<file path="config.mk">
export PLATFORM = sky130hd
export DESIGN_NAME = pipeline_control_unit
export DESIGN_NICKNAME = d
export VERILOG_FILES = /design/src/rtl/pipeline_control_unit.sv
export SDC_FILE = /design/constraint.sdc
export NUM_CORES = 1
export LEC_CHECK = 0
export BUFFER_PORTS_ARGS = -buffer_cell sky130_fd_sc_hd__buf_4
export CORE_MARGIN = 2
export CORE_UTILIZATION = 49
export DETAILED_ROUTE_END_ITERATION = 6
export PLACE_DENSITY = 0.8
export REMOVE_ABC_BUFFERS = 1
export SETUP_SLACK_MARGIN = 0.5
export SLEW_MARGIN = 20
export SYNTH_ARGS = -nofsm -noshare
export SYNTH_HDL_FRONTEND = slang
export SYNTH_SLANG_ARGS = --single-unit
</file>
<file path="constraint.sdc">
create_clock -name clk -period 3.3 [get_ports clk]
set_input_delay 0.165 -clock clk [delete_from_list [all_inputs] [get_ports clk]]
set_output_delay 0.165 -clock clk [all_outputs]
set_load 0.01 [all_outputs]
</file>
<file path="src/rtl/pipeline_control_unit.sv">
// Pipeline enable/flush control: arbitrates memory freeze, branch redirect and load-use stall,
// tracks memory waits (RUN/WAIT) with a sticky timeout, and keeps saturating stall/flush counters.
module pipeline_control_unit #(
  parameter int ADDR_W   = 32,
  parameter int CNT_W    = 16,
  parameter int MAX_WAIT = 64
) (
  input  logic              clk,
  input  logic              rst,
  input  logic              stall_req,
  input  logic              branch_taken_e,
  input  logic [ADDR_W-1:0] branch_target_e,
  input  logic              dmem_req_m,
  input  logic              dmem_ready,
  output logic              pc_en,
  output logic              fd_en,
  output logic              fd_flush,
  output logic              de_en,
  output logic              de_flush,
  output logic              em_en,
  output logic              mw_en,
  output logic              mw_bubble,
  output logic              pc_redirect,
  output logic [ADDR_W-1:0] pc_target,
  output logic              mem_wait,
  output logic              mem_timeout,
  output logic [CNT_W-1:0]  stall_cycles,
  output logic [CNT_W-1:0]  flush_count
);

  typedef enum logic {ST_RUN, ST_WAIT} state_t;

  localparam logic [CNT_W-1:0] CNT_MAX    = '1;
  localparam logic [CNT_W-1:0] WAIT_LIMIT = CNT_W'(MAX_WAIT);

  state_t           state;
  logic [CNT_W-1:0] wait_cnt;
  logic [CNT_W-1:0] wait_nxt;
  logic             freeze;
  logic             stall_applied;

  assign freeze        = dmem_req_m && !dmem_ready;
  assign stall_applied = freeze || (stall_req && !branch_taken_e);
  assign pc_target     = branch_target_e;
  assign mem_wait      = (state == ST_WAIT);

  // Value the wait counter takes on this edge if the freeze continues.
  always_comb begin
    wait_nxt = CNT_W'(1);
    if (state == ST_WAIT)
      wait_nxt = (wait_cnt == CNT_MAX) ? wait_cnt : wait_cnt + CNT_W'(1);
  end

  // Priority: reset, memory freeze, branch redirect, load-use stall, normal flow.
  always_comb begin
    pc_en       = 1'b1;
    fd_en       = 1'b1;
    fd_flush    = 1'b0;
    de_en       = 1'b1;
    de_flush    = 1'b0;
    em_en       = 1'b1;
    mw_en       = 1'b1;
    mw_bubble   = 1'b0;
    pc_redirect = 1'b0;
    if (rst) begin
      pc_en     = 1'b0;
      fd_en     = 1'b0;
      de_en     = 1'b0;
      em_en     = 1'b0;
      mw_en     = 1'b0;
      fd_flush  = 1'b1;
      de_flush  = 1'b1;
      mw_bubble = 1'b1;
    end else if (freeze) begin
      pc_en     = 1'b0;
      fd_en     = 1'b0;
      de_en     = 1'b0;
      em_en     = 1'b0;
      mw_en     = 1'b0;
      mw_bubble = 1'b1;
    end else if (branch_taken_e) begin
      fd_flush    = 1'b1;
      de_flush    = 1'b1;
      pc_redirect = 1'b1;
    end else if (stall_req) begin
      pc_en    = 1'b0;
      fd_en    = 1'b0;
      de_flush = 1'b1;
    end
  end

  always_ff @(posedge clk) begin
    if (rst) begin
      state        <= ST_RUN;
      wait_cnt     <= '0;
      mem_timeout  <= 1'b0;
      stall_cycles <= '0;
      flush_count  <= '0;
    end else begin
      case (state)
        ST_RUN: begin
          if (freeze) begin
            state    <= ST_WAIT;
            wait_cnt <= wait_nxt;
          end
        end
        ST_WAIT: begin
          if (freeze) begin
            wait_cnt <= wait_nxt;
          end else begin
            state    <= ST_RUN;
            wait_cnt <= '0;
          end
        end
        default: begin
          state    <= ST_RUN;
          wait_cnt <= '0;
        end
      endcase
      // Sticky: only reset clears it.
      if (freeze && wait_nxt == WAIT_LIMIT)
        mem_timeout <= 1'b1;
      if (stall_applied && stall_cycles != CNT_MAX)
        stall_cycles <= stall_cycles + CNT_W'(1);
      if (pc_redirect && flush_count != CNT_MAX)
        flush_count <= flush_count + CNT_W'(1);
    end
  end

endmodule
</file>
==> tab_implementation.tex, run 1 <==
\begin{tabular}{lr}
\hline
Metric & Value \\
\hline
\multicolumn{2}{l}{\textbf{Layout}} \\
Share of cells above drive strength 1 & between 10\% and 20\% \\
Layout overhead on the synthesized area & 8.04\% \\
Ant diodes & 0 \\
Number of nets in the final layout & 416 \\
Final Util & 54.1\% \\
\multicolumn{2}{l}{\textbf{Global routing}} \\
Largest net degree at the start of global routing & 52 \\
Combined global-route utilization of all metal layers & approximately 22\% \\
GRT overflow & 0 \\
Number of global-route vias before repair & approximately 2200 \\
Wire length of the first global-routing pass & $\sim$11000 um \\
Antenna violations before repair & 0 \\
\multicolumn{2}{l}{\textbf{Synthesis}} \\
Post-synthesis cell type with the largest combined area & sky130\_fd\_sc\_hd\_\_dfxtp\_1 \\
Count of flip-flops with a built-in enable after synthesis & 0 \\
Count of distinct cell types in the synthesized netlist & 54 \\
Number of synthesis warnings & 0 \\
Mapped Area & 2910 sq um \\
Register bit count reported by yosys & 50 \\
Largest cells by area after synthesis & sky130\_fd\_sc\_hd\_\_dfxtp\_1, sky130\_fd\_sc\_hd\_\_buf\_4, sky130\_fd\_sc\_hd\_\_nor2\_1, sky130\_fd\_sc\_hd\_\_xnor2\_1, sky130\_fd\_sc\_hd\_\_xor2\_1 \\
Proportion of synthesized chip area in sequential cells & 34.4\% \\
Share of synthesized registers carrying an async set or reset & 0\% \\
Syn Inst Count & 368 \\
Top flip-flop cell by instance count after synthesis & sky130\_fd\_sc\_hd\_\_dfxtp\_1 \\
Area share of the largest cell type after synthesis & between 30\% and 40\% \\
Average size of a mapped cell & 7.91 sq um \\
\multicolumn{2}{l}{\textbf{Critical path}} \\
Delay of the slowest cell on the worst path & about 620 ps \\
Critical Path Sink Type & register \\
Worst path required time & 3550 ps \\
Worst setup path class & register to register \\
Data arrival time of the worst path & 2860 ps \\
Startpoint type of the worst setup path & register \\
Top cell family by delay on the critical path & simple AND/OR/NAND/NOR gates \\
Number of buffer and inverter instances along the worst setup path & 0 \\
Reg-to-reg setup timing slack & 700 ps \\
Crit Path Max Fanout & 9 \\
Cell-by-cell trace of the critical path & ha\_1 -> nand3\_4 -> or4\_4 -> nor3\_1 -> a21oi\_1 -> a2111oi\_0 -> a32o\_2 \\
Master of the slowest instance on the critical path & sky130\_fd\_sc\_hd\_\_or4\_4 \\
\multicolumn{2}{l}{\textbf{Run status}} \\
Run status & finished, final reports clean \\
\multicolumn{2}{l}{\textbf{Die}} \\
Number of rows in the core area & 28 \\
Die area & $\sim$6600 sq um \\
I/O pins & between 100 and 150 \\
Overall die height & 81.1 um \\
Core box area & 5820 sq um \\
Die outline width & 81.1 um \\
Starting utilization of the core area & 50.1\% \\
\multicolumn{2}{l}{\textbf{Place}} \\
Weighted congestion at the end of routability-driven global placement & a little under 0.9 \\
Count of input and output buffers & 48 \\
Placed wire-length estimate & 5150 um \\
\multicolumn{2}{l}{\textbf{STA}} \\
Finish-stage setup viols & 0 \\
Endpoints failing hold & 0 \\
Final Max Tran Viols & 0 \\
Final critical path time including I/O delays and setup & 2600 ps \\
Relative slew margins & 43.9\% \\
Worst Tran Pin Value & 839 ps \\
Max Clock Skew & 11.0 ps \\
Post-Route Setup TNS & 0 ps \\
Share of the cycle needed by the critical path after routing & 78.9\% \\
Highest attainable clock frequency & approximately 0.38 GHz \\
Unrepaired setup endpoints after global routing & no \\
\multicolumn{2}{l}{\textbf{Clocking}} \\
CTS root buffer & sky130\_fd\_sc\_hd\_\_clkbuf\_8 \\
Insertion delay of the later-clocked pin in the worst-skew pair & 310 ps \\
Clock transition at the registers of the reported paths & 100 ps \\
Htree depth & 2 \\
CTS tree & done \\
Number of clock sinks seen by CTS & 50 \\
Max Buffers Root-to-Sink & 2 \\
Cts bufs inserted & 5 \\
Hold-fix buffer count after cts & 0 \\
Postcts setup bufs & 0 \\
\multicolumn{2}{l}{\textbf{Detailed routing}} \\
Wire length per cell after detailed routing & 15.8 um \\
Detailed Routing Iterations Pass 1 & 4 \\
DRC violation total after the first TritonRoute iteration & 126 \\
Post-detailed-routing wire length & 7110 um \\
DRC violation count after routing & 0 \\
Number of antenna-violating nets in the routed design & 0 \\
Total via count after detailed routing & 2550 \\
DR vias/cell & about 5.7 \\
\multicolumn{2}{l}{\textbf{Hold path}} \\
Hold crit path type & primary input to register \\
\multicolumn{2}{l}{\textbf{Pwr}} \\
P\_leak & approximately 1.2 nW \\
Power per Cell Area & 337 nW/um\^{}2 \\
IR drop worst, VDD & 0.000298 V \\
\multicolumn{2}{l}{\textbf{Flow run}} \\
Max capacitance violation total & 0 \\
\hline
\end{tabular}
[synth_stat cells (all sizes together) (3+ instances only)]
library cell / count
a31oi: 5
nor2: 59
buf: 38
nor3: 19
mux2i: 3
nand3: 17
xnor2: 17
o21ai: 14
and4: 4
a21oi: 24
nor4: 5
or4: 4
clkbuf: 12
xor2: 14
inv: 9
and3: 7
nand2: 19
ha: 3
nand4: 11
dfxtp: 50
[cell families (layout without fill, tap and decap cells)]
group | count (synthesis) | in the layout | share of synthesized area (%)
flip-flops | 50 | 50 | 34.4
AND/OR/NAND/NOR | 160 | 160 | 27.9
AO/OA/AOI/OAI | 62 | 62 | 13.5
adder cells (fa/ha/maj) | 3 | 3 | 1.29
XOR/XNOR | 31 | 31 | 9.33
buffers and inverters | 59 | 66 | 12.6
multiplexers | 3 | 3 | 1.03
[final timing paths]
path	start	to	depth (start not counted)
max	wait_cnt[0]$_SDFFE_PP0P_	mem_timeout$_SDFFE_PP0P_	7
min	dmem_req_m	mem_wait$_SDFF_PP0_	4
max reg2reg	wait_cnt[0]$_SDFFE_PP0P_	mem_timeout$_SDFFE_PP0P_	7
min reg2reg	wait_cnt[10]$_SDFFE_PP0P_	wait_cnt[10]$_SDFFE_PP0P_	2
[sequential cells by signal (all words and copies together) (netlist names)]
register / count
mem_wait: 1
stall_cycles: 16
mem_timeout: 1
wait_cnt: 16
flush_count: 16
[layout by cell type (no fill, tap or decap), types with 2 or more instances in the layout]
cell type	count
sky130_fd_sc_hd__a41oi_1	2
sky130_fd_sc_hd__o21ai_0	14
sky130_fd_sc_hd__nor2b_1	2
sky130_fd_sc_hd__or4_1	3
sky130_fd_sc_hd__a21oi_1	24
sky130_fd_sc_hd__nand2_1	19
sky130_fd_sc_hd__inv_1	9
sky130_fd_sc_hd__dfxtp_1	50
sky130_fd_sc_hd__and3_1	5
sky130_fd_sc_hd__inv_6	2
sky130_fd_sc_hd__mux2i_1	3
sky130_fd_sc_hd__a21o_1	2
sky130_fd_sc_hd__ha_1	3
sky130_fd_sc_hd__o211ai_1	2
sky130_fd_sc_hd__a31oi_1	5
sky130_fd_sc_hd__xnor2_1	17
sky130_fd_sc_hd__nand3b_1	2
sky130_fd_sc_hd__nor2_1	59
sky130_fd_sc_hd__clkbuf_8	5
sky130_fd_sc_hd__and4_1	3
sky130_fd_sc_hd__nor3b_1	2
sky130_fd_sc_hd__buf_4	50
sky130_fd_sc_hd__nand4_1	11
sky130_fd_sc_hd__nand3_1	16
sky130_fd_sc_hd__xor2_1	14
sky130_fd_sc_hd__nor4_1	4
sky130_fd_sc_hd__nand2b_1	2
sky130_fd_sc_hd__nor3_1	18
sky130_fd_sc_hd__and2_1	2
[power by group]
part | total (W) | internal (W) | switching, W
sequential | 0.000617 | 0.000609 | 0.00000832
clock | 0.000367 | 0.000151 | 0.000216
combinational | 0.0000759 | 0.0000321 | 0.0000438
total | 0.00106 | 0.000792 | 0.000268
[timing repair]
item | CTS | global route
endpoints found under the hold margin | 0 | 0
gates resized for setup | 0 | 2
endpoints found under the setup margin | 0 | 1
[stage by stage]
step	cell area [sq um]	power, W	std cells	hold WS [ps]	setup slack (ps)
floorplan	2580	0.000664	318	234	734
global placement	3050	0.000705	443	330	917
detailed placement	3050	0.000707	443	330	683
CTS	3140	0.00107	450	246	620
global route	3150	0.00110	450	294	508
finish	3150	0.00106	450	254	696
[routing by layer]
layer  part of all wire, %  track usage, %  vias up
met4                   1.1            5.59        0
met5                     0            5.00        -
met1                    46            30.4     1166
met2                    41            30.3      108
met3                    12            11.6       10
li1                      -               -     1266
[tightest hold or removal path, cell delays in order]
cell,delay [ps]
sky130_fd_sc_hd__buf_4,80
sky130_fd_sc_hd__nand2b_1,50
sky130_fd_sc_hd__buf_4,160
sky130_fd_sc_hd__nor2_1,80
[layout make-up]
cell class / instances / area (sq um)
Fill cell: 547 / 2670
Clock inverter: 2 / 17.5
Sequential cell: 50 / 1000
Multi-Input combinational cell: 259 / 1560
Clock buffer: 5 / 68.8
Tap cell: 75 / 93.8
Timing Repair Buffer: 50 / 375
Inverter: 9 / 33.8
Power figures use the tool's default switching activity.
==> inputs of run 2 (changes only) <==
Clock period 3.3 ns to 2.5 ns, I/O delays scaled along.
==> run 2 against run 1 <==
Net effect:
- critical path depth shrank 1
- setup slack got worse by 310 ps
- first-iteration DRC count up 130%
- sequential power grew 30%
- die area unchanged
- power rose by 35%
- non-clock buffer count is 35 higher
- cell area rose by 15%
- global-route usage rose by 1.4 points
- routed wire length increased by 18%
- combinational power rose by 46%
- clock power is 41% higher
- highest routed layer is now met5
==> tab_implementation.tex, run 2 (synthesis results as in run 1) <==
\begin{tabular}{lr}
\hline
Metric & Value \\
\hline
\multicolumn{2}{l}{\textbf{Run status}} \\
Run status & finished, final reports clean \\
\multicolumn{2}{l}{\textbf{Detailed routing}} \\
Post-detailed-routing wire length & about 8400 um \\
DRC violation count after routing & 0 \\
Total via count after detailed routing & 2838 \\
DR vias/cell & around 6 \\
Wire length per cell after detailed routing & 17.3 um \\
Number of antenna-violating nets in the routed design & 0 \\
DRC violation total after the first TritonRoute iteration & 289 \\
Detailed Routing Iterations Pass 1 & 5 \\
\multicolumn{2}{l}{\textbf{Die}} \\
Die outline width & 81.1 um \\
Die area & 6570 sq um \\
Core box area & 5820 sq um \\
Overall die height & 81.1 um \\
Starting utilization of the core area & 50.1\% \\
Number of rows in the core area & 28 \\
I/O pins & 113 \\
\multicolumn{2}{l}{\textbf{STA}} \\
Finish-stage setup viols & 0 \\
Final critical path time including I/O delays and setup & 2110 ps \\
Worst slack on hold paths & 220 ps \\
Max Clock Skew & 13.7 ps \\
Worst Tran Pin Value & a little over 600 ps \\
Highest attainable clock frequency & around 0.47 GHz \\
Endpoints failing hold & 0 \\
Share of the cycle needed by the critical path after routing & 84.4\% \\
Unrepaired setup endpoints after global routing & yes \\
Relative slew margins & 58.9\% \\
Final Max Tran Viols & 0 \\
\multicolumn{2}{l}{\textbf{Clocking}} \\
Cts bufs inserted & 5 \\
CTS tree & done \\
Max Buffers Root-to-Sink & 2 \\
Insertion delay of the later-clocked pin in the worst-skew pair & 310 ps \\
CTS root buffer & sky130\_fd\_sc\_hd\_\_clkbuf\_8 \\
Htree depth & 2 \\
Clock transition at the registers of the reported paths & 90 ps \\
Number of clock sinks seen by CTS & 50 \\
\multicolumn{2}{l}{\textbf{Layout}} \\
Non-filler instance count after layout & 486 \\
Ant diodes & 0 \\
Post-route cell area & around 3600 sq um \\
Final-layout fill cell count & 497 \\
Register area & 1050 sq um \\
Most common library cell in the layout ignoring fill and taps & sky130\_fd\_sc\_hd\_\_buf\_4 \\
Share of cells above drive strength 1 & 34.3\% \\
Layout overhead on the synthesized area & 23.9\% \\
Top flop regs & flush\_count: 16 flops, stall\_cycles: 16 flops, wait\_cnt: 16 flops \\
Final Util & 62.0\% \\
Commonest non-fill, non-tap cells in the layout & sky130\_fd\_sc\_hd\_\_buf\_4, sky130\_fd\_sc\_hd\_\_nor2\_1, sky130\_fd\_sc\_hd\_\_dfxtp\_1, sky130\_fd\_sc\_hd\_\_a21oi\_1 \\
Number of nets in the final layout & between 400 and 500 \\
Multi-input logic area & 1690 sq um \\
\multicolumn{2}{l}{\textbf{Flow run}} \\
Max capacitance violation total & 0 \\
\multicolumn{2}{l}{\textbf{Global routing}} \\
Combined global-route utilization of all metal layers & 23.7\% \\
Wire length of the first global-routing pass & approximately 12000 um \\
GRT overflow & 0 \\
Antenna violations before repair & 0 \\
Largest net degree at the start of global routing & 51 \\
Number of global-route vias before repair & 2426 \\
\multicolumn{2}{l}{\textbf{Critical path}} \\
Startpoint type of the worst setup path & register \\
Data arrival time of the worst path & 2370 ps \\
Critical Path Sink Type & register \\
Worst setup path class & register to register \\
Worst path required time & 2760 ps \\
Crit Path Max Fanout & 6 \\
\multicolumn{2}{l}{\textbf{Place}} \\
Instance area after placement & 3110 sq um \\
Count of placed standard cells including taps & 450 \\
Weighted congestion at the end of routability-driven global placement & 0.871 \\
Count of input and output buffers & 48 \\
Placed wire-length estimate & between 5000 and 6000 um \\
\multicolumn{2}{l}{\textbf{Pwr}} \\
IR drop worst, VDD & 0.000354 V \\
Power per Cell Area & 397 nW/um\^{}2 \\
Overall power consumption & 0.00143 W \\
P\_leak & 1.43 nW \\
\multicolumn{2}{l}{\textbf{Hold path}} \\
Hold crit path type & primary input to register \\
\hline
\end{tabular}
## run 2: changes by cell type in the layout (fill, tap and decap cells not counted), moves of 2 or more
cell / previous run / this run
sky130_fd_sc_hd__dfxtp_1: 50 / 29
sky130_fd_sc_hd__dfxtp_4: 0 / 10
sky130_fd_sc_hd__dfxtp_2: 0 / 11
sky130_fd_sc_hd__buf_4: 50 / 82
sky130_fd_sc_hd__nor4_1: 4 / 2
sky130_fd_sc_hd__buf_6: 0 / 2
## run 2: worst max-delay path, stage by stage (launching register included)
cell	delay (ps)
sky130_fd_sc_hd__dfxtp_4	380
sky130_fd_sc_hd__nand4_1	200
sky130_fd_sc_hd__or4_4	630
sky130_fd_sc_hd__mux2i_4	200
sky130_fd_sc_hd__o211ai_1	130
sky130_fd_sc_hd__o41ai_2	320
sky130_fd_sc_hd__a32o_2	200
## run 2: report_power, final
group          internal, W  switching (W)
Clock             0.000228       0.000289
Combinational    0.0000483      0.0000632
Sequential        0.000793      0.0000106
## run 2: worst paths after layout
path                                  from                        to  slack (ps)  cells past startpoint
setup / recovery  wait_cnt[7]$_SDFFE_PP0P_  mem_timeout$_SDFFE_PP0P_         390                      6
hold / removal                         rst  mem_timeout$_SDFFE_PP0P_         220                      3
setup reg to reg  wait_cnt[7]$_SDFFE_PP0P_  mem_timeout$_SDFFE_PP0P_         390                      6
hold reg to reg   mem_timeout$_SDFFE_PP0P_  mem_timeout$_SDFFE_PP0P_         500                      1
## run 2: metal layers
layer	vias to the layer above	share of wire, %	GRT usage [%]
met5	-	0.33	5.00
met4	2	1.5	4.58
met3	14	11	11.7
met2	162	45	34.2
met1	1322	42	31.7
li1	1338	-	-
## run 2: repair_timing
action | 4_1_cts | 5_1_grt
gates cloned | 0 | 1
hold endpoints to repair | 0 | 0
resized for setup | 25 | 31
setup buffers | 7 | 20
endpoints found under the setup margin | 7 | 24
hold buffers | 0 | 0
pin swaps | 5 | 13
## run 2: metrics by stage
step	setup TNS, ps	setup slack [ps]
after floorplan	-94.0	-66.0
after global placement	0	197
after detailed placement	0	128
after CTS	0	408
after global routing	0	288
final	0	390
## run 2: cell type report
type	instances	area share, %
flip-flops and latches	50	29.2
multi-input cells	259	46.7
repair buffers	85	17.8
inverters	9	0.936
well taps	75	2.60
clock inverters	2	0.451
clock buffers	6	2.29
